## src/rtl/mul_out_acc.sv

```systemverilog
// Output accumulator for the unary-temporal systolic PE: counts the ones of a
// 2^(WIDTH-1)-bit product stream, applies the product sign, and adds the result to a partial sum with saturation.
module mul_out_acc #(
  parameter int WIDTH = 8,
  parameter int ACCW  = 16
) (
  input  logic            clk,
  input  logic            rst_n,
  input  logic            i_start,
  input  logic            i_sign,
  input  logic [ACCW-1:0] i_psum,
  input  logic            i_bit,
  output logic [ACCW-1:0] o_psum,
  output logic            o_valid,
  output logic            o_busy
);

  typedef enum logic [1:0] {IDLE, RUN, DONE} state_e;

  localparam logic [WIDTH-2:0] CNT_LAST = '1;
  localparam logic [WIDTH-2:0] CNT_ONE  = (WIDTH-1)'(1);
  localparam logic [ACCW-1:0]  ACC_ONE  = ACCW'(1);
  localparam logic [ACCW-1:0]  ACC_MAX  = {1'b0, {(ACCW-1){1'b1}}};
  localparam logic [ACCW-1:0]  ACC_MIN  = {1'b1, {(ACCW-1){1'b0}}};

  state_e            state_q, state_d;
  logic [ACCW-1:0]   acc_q, acc_d;
  logic [WIDTH-2:0]  cnt_q, cnt_d;
  logic              sign_q, sign_d;
  logic [ACCW-1:0]   psum_q, psum_d;
  logic              valid_q, valid_d;
  logic              busy_q, busy_d;
  logic              load;

  // A start is honoured in IDLE and in DONE; the DONE case gives back-to-back windows.
  assign load = i_start && (state_q == IDLE || state_q == DONE);

  always_comb begin
    // NOTE: every combinational output gets a default first so no path leaves it unassigned (no latch).
    state_d = state_q;
    acc_d   = acc_q;
    cnt_d   = cnt_q;
    sign_d  = sign_q;

    unique case (state_q)
      IDLE: ;
      RUN: begin
        if (i_bit) begin
          if (!sign_q && acc_q != ACC_MAX)     acc_d = acc_q + ACC_ONE;
          else if (sign_q && acc_q != ACC_MIN) acc_d = acc_q - ACC_ONE;
        end
        cnt_d = cnt_q + CNT_ONE;
        if (cnt_q == CNT_LAST) state_d = DONE;
      end
      DONE:    state_d = IDLE;
      default: state_d = IDLE;
    endcase

    if (load) begin
      state_d = RUN;
      acc_d   = i_psum;
      sign_d  = i_sign;
      cnt_d   = '0;
    end

    // Outputs are registered from next-state so they line up with the state they describe.
    psum_d  = (state_d == DONE) ? acc_d : psum_q;
    valid_d = (state_d == DONE);
    busy_d  = (state_d == RUN);
  end

  // NOTE: sequential state uses non-blocking assignments so all registers update together at the edge.
  always_ff @(posedge clk or negedge rst_n) begin
    if (!rst_n) begin
      state_q <= IDLE;
      acc_q   <= '0;
      cnt_q   <= '0;
      sign_q  <= 1'b0;
      psum_q  <= '0;
      valid_q <= 1'b0;
      busy_q  <= 1'b0;
    end else begin
      state_q <= state_d;
      acc_q   <= acc_d;
      cnt_q   <= cnt_d;
      sign_q  <= sign_d;
      psum_q  <= psum_d;
      valid_q <= valid_d;
      busy_q  <= busy_d;
    end
  end

  assign o_psum  = psum_q;
  assign o_valid = valid_q;
  assign o_busy  = busy_q;

endmodule

```

## config.mk

```make
export PLATFORM = sky130hd
export DESIGN_NAME = mul_out_acc
export DESIGN_NICKNAME = d
export VERILOG_FILES = /design/src/rtl/mul_out_acc.sv
export SDC_FILE = /design/constraint.sdc
export NUM_CORES = 1
export LEC_CHECK = 0
export CAP_MARGIN = 25
export CORE_ASPECT_RATIO = 1.5
export CORE_MARGIN = 5
export CORE_UTILIZATION = 58
export CTS_CLUSTER_SIZE = 10
export DETAILED_ROUTE_END_ITERATION = 8
export GPL_TIMING_DRIVEN = 1
export HOLD_SLACK_MARGIN = 0.1
export PLACE_DENSITY_LB_ADDON = 0.2
export SETUP_SLACK_MARGIN = 0.5
export SKIP_LAST_GASP = 1
export SLEW_MARGIN = 20
export SYNTH_ARGS = -nofsm -noshare
export SYNTH_HDL_FRONTEND = slang
export SYNTH_SLANG_ARGS = --single-unit
```

## constraint.sdc

```tcl
create_clock -name clk -period 4.3 [get_ports clk]
set_input_delay 0.645 -clock clk [delete_from_list [all_inputs] [get_ports clk]]
set_output_delay 0.645 -clock clk [all_outputs]
set_load 0.02 [all_outputs]
```

==> reports/metrics.csv <==
metric,value,unit
f_max,376.3,MHz
Final ANT Viol Nets,0,
Critical R2R Launch,sign_q,
status,finished clean,
placed cells,332,
CTS tree,done,
Rel. slew slack,60.72,%
diode count,0,
Worst Reg-to-Reg Cells,5,
Core Area,0.004245,sq mm
top_reg_cell synth,dfrtp_1,
Buffers on Ports,38,
Worst Tran Pin Value,574.4,ps
global-route wire length before repair,10100,microns
max-slew violation count,0,
Gate Count Post-Synth,262,
Setup TNS,0,ps
root buf cell,clkbuf_8,
Syn Area/Cell,9.747,sq um
ranking of synthesized cells by area,"dfrtp_1 43%, mux2_2 9.3%, o21ai_0 3.7%, nand2_1 3.4%, xor2_1 3.1%",
setup bufs post-CTS,0,
final setup vio count,0,
Final period util,61.81,%
vias in the first global route,2093,
Layout area overhead,18.67,%
H-Tree Depth,2,
WP data arrival,2840,ps
GRT Util Overall,21.58,%
TritonCTS Buffers,5,
cell taking the most area after synthesis,dfrtp_1,
Max-Cap Viols,0,
global route overflow,0,
crit path capture type,flip-flop,
Avg WL per Cell,17.37,microns
library cells used by synthesis,51,
final std cells w/o fill,340,
DR iter-0 viols,52,
synthesized area,0.002554,sq mm
Die Area,0.005857,sq mm
Initial Utilization,60.15,%
DRT Pass-1 Iters,4,
Clock power frac,16.2,%
Post-synth top cells,"44 x dfrtp_1, 23 x nand2_1, 21 x mux2_2, 19 x o21ai_0, 18 x nor2_1",
Layout Nets,319,
GPL Wtd Cong,0.8981,
Final min period,2658,ps
worst setup path end,o_psum[15],
hpwl dp,4288,microns
#FFs+latches synth,44,
pre-CTS setup slack,1338,ps
"count leader, synth",dfrtp_1,
layout cells sized above 1,12.24,%
vias per std cell,6.218,
cts hold-fix bufs,0,
initial antenna violation count,0,
final hold violation count,0,
RR Endpoint,acc_q[11],
DR vias,2114,
aggregate routed wire length,5906,microns
PD cells,497.8,mW/mm^2
CP required,4480,ps
Worst Skew,5.273,ps
Post-synth EDFFs,0,
Syn Nets,287,
clk sinks,44,
Cell Rows,29,
CP startpoint,i_bit,
WS Path Type,input port to flip-flop,
top-area cell type share of the netlist area,43.12,%
maximum vdd drop,382.9,uV
Logic pwr share,36.0,%
sequential area share after synthesis,43.12,%
Switch Pwr,0.5935,mW
clock latency on the worst-skew pair,300,ps
internal power,0.9150,mW
CP Launch Type,input port,
Flop pwr share,47.8,%
unrepaired setup endpoints after global routing,false,
"setup slack, reg-to-reg",1760,ps
DRC Markers,0,
Post-synth ARST share,100.0,%
Final Total Pwr,1.509,mW
Pleak,1.223,nW
Max Buffers Root-to-Sink,2,
die width,64.18,microns
clock transition at the registers of the reported paths,80,ps
largest net degree at the start of global routing,45,
io pins,39,
Worst Hold Class,input port to async pin,
CP max FO,11,
Switching Share,39.34,%
setup ws final,1642,ps
synth warn,0,
Die H,91.27,microns
CTS resizes,0,
==> metal layers <==
metal / share of wire (%) / vias up / global-route usage [%]
met5: 0 / - / 0
met4: 3.2 / 0 / 9.847
met3: 3.9 / 17 / 3.827
met2: 54 / 50 / 36.83
met1: 39 / 1028 / 25.97
li1: - / 1019 / -
==> cell usage in the layout, fill, tap and decap left out, types with 4 or more instances in the layout <==
master,synthesis,layout
nand3_1,10,10
nand2b_1,4,4
nor3_1,8,8
nand3b_1,5,5
nor2_1,18,18
nand2_1,23,23
ha_1,4,4
nand4_1,8,8
clkdlybuf4s50_1,0,37
dfrtp_1,44,44
xor2_1,9,9
o21ai_0,19,19
inv_1,5,5
and4_1,5,5
clkbuf_8,0,5
and2_1,4,4
mux2_2,21,21
a21oi_1,6,6
xnor2_1,5,5
==> worst min-delay path by stage <==
stage          startpoint    endpoint  slack [ps]  cells after the start
6_report            rst_n     o_valid         240                      1
5_1_grt             rst_n     o_valid         260                      1
4_1_cts        o_psum[12]  o_psum[12]         490                      2
3_5_place_dp   o_psum[12]  o_psum[12]         470                      2
3_3_place_gp   o_psum[12]  o_psum[12]         460                      2
2_1_floorplan       rst_n    acc_q[0]         350                      0
==> sequential cells by signal (all words and copies together) (netlist names) <==
| name | flops |
|---|---|
| acc_q | 16 |
| cnt_q | 7 |
| o_busy | 1 |
| o_psum | 16 |
| o_valid | 1 |
| sign_q | 1 |
| state_q | 2 |
==> power by group through the flow <==
stage	Combinational, mW	Clock, mW	Sequential (mW)
3_3_place_gp	0.531	0	0.724
2_1_floorplan	0.419	0	0.671
5_1_grt	0.610	0.271	0.743
3_5_place_dp	0.541	0	0.725
4_1_cts	0.543	0.251	0.718
6_report	0.543	0.245	0.721
==> critical path, cell delays in order <==
cell             delay, ps
clkdlybuf4s50_1        520
nand3b_1               340
a2111oi_0              640
a31oi_1                230
xnor2_1                180
mux2_2                 280
==> metrics by stage <==
step	util, %	area, sq um	hold WS, ps
2_1_floorplan	-	2554	349.4
3_5_place_dp	69.08	2933	469.6
3_3_place_gp	69.08	2933	460.7
6_report	71.38	3030	243.9
5_1_grt	71.38	3030	257.0
4_1_cts	70.91	3010	487.8
==> kinds of logic (layout without fill, tap and decap cells) <==
logic type | Yosys count | count (layout) | share of synthesized area, %
fa+ha+maj | 4 | 4 | 1.960
simple gates | 111 | 111 | 25.53
flops | 44 | 44 | 43.12
buf+inv | 20 | 52 | 3.135
compound gates | 46 | 46 | 11.42
mux | 23 | 23 | 10.04
xor+xnor | 14 | 14 | 4.802
==> cell type report <==
type                       instances  area (sq um)
multi-input combinational        198          1373
fill                             336          1215
sequential                        44          1101
timing repair buffer              40         402.9
clock buffer                       6         72.57
tap                               46         57.56
inverter                           5         18.77
clock inverter                     1         5.005
Note: power is estimated with default switching activity, not from simulation.
==> edit, RTL diff (same flow settings) <==
The 3 states of `state_e` get a one-hot encoding in 3 bits.
--- a/src/rtl/mul_out_acc.sv
+++ b/src/rtl/mul_out_acc.sv
@@ -16,5 +16,5 @@
 );
 
-  typedef enum logic [1:0] {IDLE, RUN, DONE} state_e;
+  typedef enum logic [2:0] {IDLE = 3'b001, RUN = 3'b010, DONE = 3'b100} state_e;
 
   localparam logic [WIDTH-2:0] CNT_LAST = '1;
Behaviour: same outputs for any inputs over 10 cycles, from zero or initial values and one cycle with rst_n low; not proved beyond that.
==> edit against the unedited design <==
  * Total power is 0.95% higher
  * Critical endpoint is now o_psum[1]
  * Sequential share of layout area is 1.5 points higher
  * Design area is 1.7% lower
  * Combinational power is 13% lower
  * Count of clock-buffer cells in the layout is 1 higher
  * Register-to-register slack worse by 0.06 ns
  * Synthesized area is 2.5% lower
  * Sequential cell count is 1 higher
  * Routed wire length is 0.29% higher
  * Setup slack better by 0.058 ns
  * Largest cell class unchanged
==> edit: results (changes against the unedited design) <==
Setup path
  • Worst stage delay on the critical path: 0.48 ns (was 0.64 ns)
  • Crit-path slowest cell: dfrtp_1 (was a2111oi_0)
  • Critical path launch point type: flop (was input port)
  • CP endpoint: o_psum[1] (was o_psum[15])
  • FF-to-FF End: o_psum[1] (was acc_q[11])

Layout
  • Buffer share of cell area: 12.9% (was 13.3%)
  • Non-clk bufs: 39 (was 40)
  • Seq cells: 45 (was 44)
  • Seq area share: 37.8% (was 36.3%)
  • Final cell count without fillers: 337 (was 340)
  • CLK BUF: 7 (was 6)
  • Share of cells above drive strength 1: 9.97% (was 12.2%)

Status
  • Status: completed (unchanged)

Routing
  • DR pass1 iterations: 6 (was 4)
  • Vias per cell: 6.16 (was 6.22)
  • DR iter-0 viols: 155 (was 52)
  • WL final: 5920 um (was 5910 um)
  • WL met2: 3150 um (was 3170 um)

Logic synthesis
  • Syn_nets: 283 (was 287)
  • Commonest cells post-synth: 44 x dfrtp_1, 34 x nand2_1, 22 x nor2_1, 19 x o21ai_0, 13 x xor2_1 (was 44 x dfrtp_1, 23 x nand2_1, 21 x mux2_2, 19 x o21ai_0, 18 x nor2_1)

Global routing
  • Gr usage total: 22.1% (was 21.6%)
  • GR Util met2: 38.1% (was 36.8%)
  • Largest net degree at the start of global routing: 46 (was 45)

Timing
  • Clk_skew: 0.00986 ns (was 0.00527 ns)

Power and ir drop
  • Total Power: 1520 uW (was 1510 uW)
  • Internal: 924 uW (was 915 uW)

Placed design
  • Placed Cells: 329 (was 332)

Floorplan
  • Die W: 63.5 um (was 64.2 um)
## edit: worst min-delay path by stage
stage          startpoint  cells after the start  slack [ns]   endpoint
3_3_place_gp    o_psum[9]                      2        0.46  o_psum[9]
5_1_grt             rst_n                      1        0.38   acc_q[8]
4_1_cts         o_psum[3]                      2        0.49  o_psum[3]
6_report            rst_n                      1        0.32  o_psum[9]
2_1_floorplan       rst_n                      0        0.35   acc_q[0]
3_5_place_dp    o_psum[3]                      2        0.47  o_psum[3]
## edit: logic make-up after synthesis
| group | Yosys count | share of synthesized area, % |
|---|---|---|
| buf+inv | 19 | 3.47 |
| xor+xnor | 21 | 7.39 |
| compound gates | 47 | 12.0 |
| mux | 11 | 4.93 |
| fa+ha+maj | 4 | 2.01 |
| simple gates | 111 | 24.9 |
| flops | 45 | 45.3 |
## edit: per-stage QoR
step / util [%] / setup WS, ns
after floorplan: - / 2.00
after global placement: 68.0 / 1.65
after detailed placement: 68.0 / 1.63
after CTS: 70.7 / 1.72
after global routing: 70.8 / 1.51
final: 70.8 / 1.70
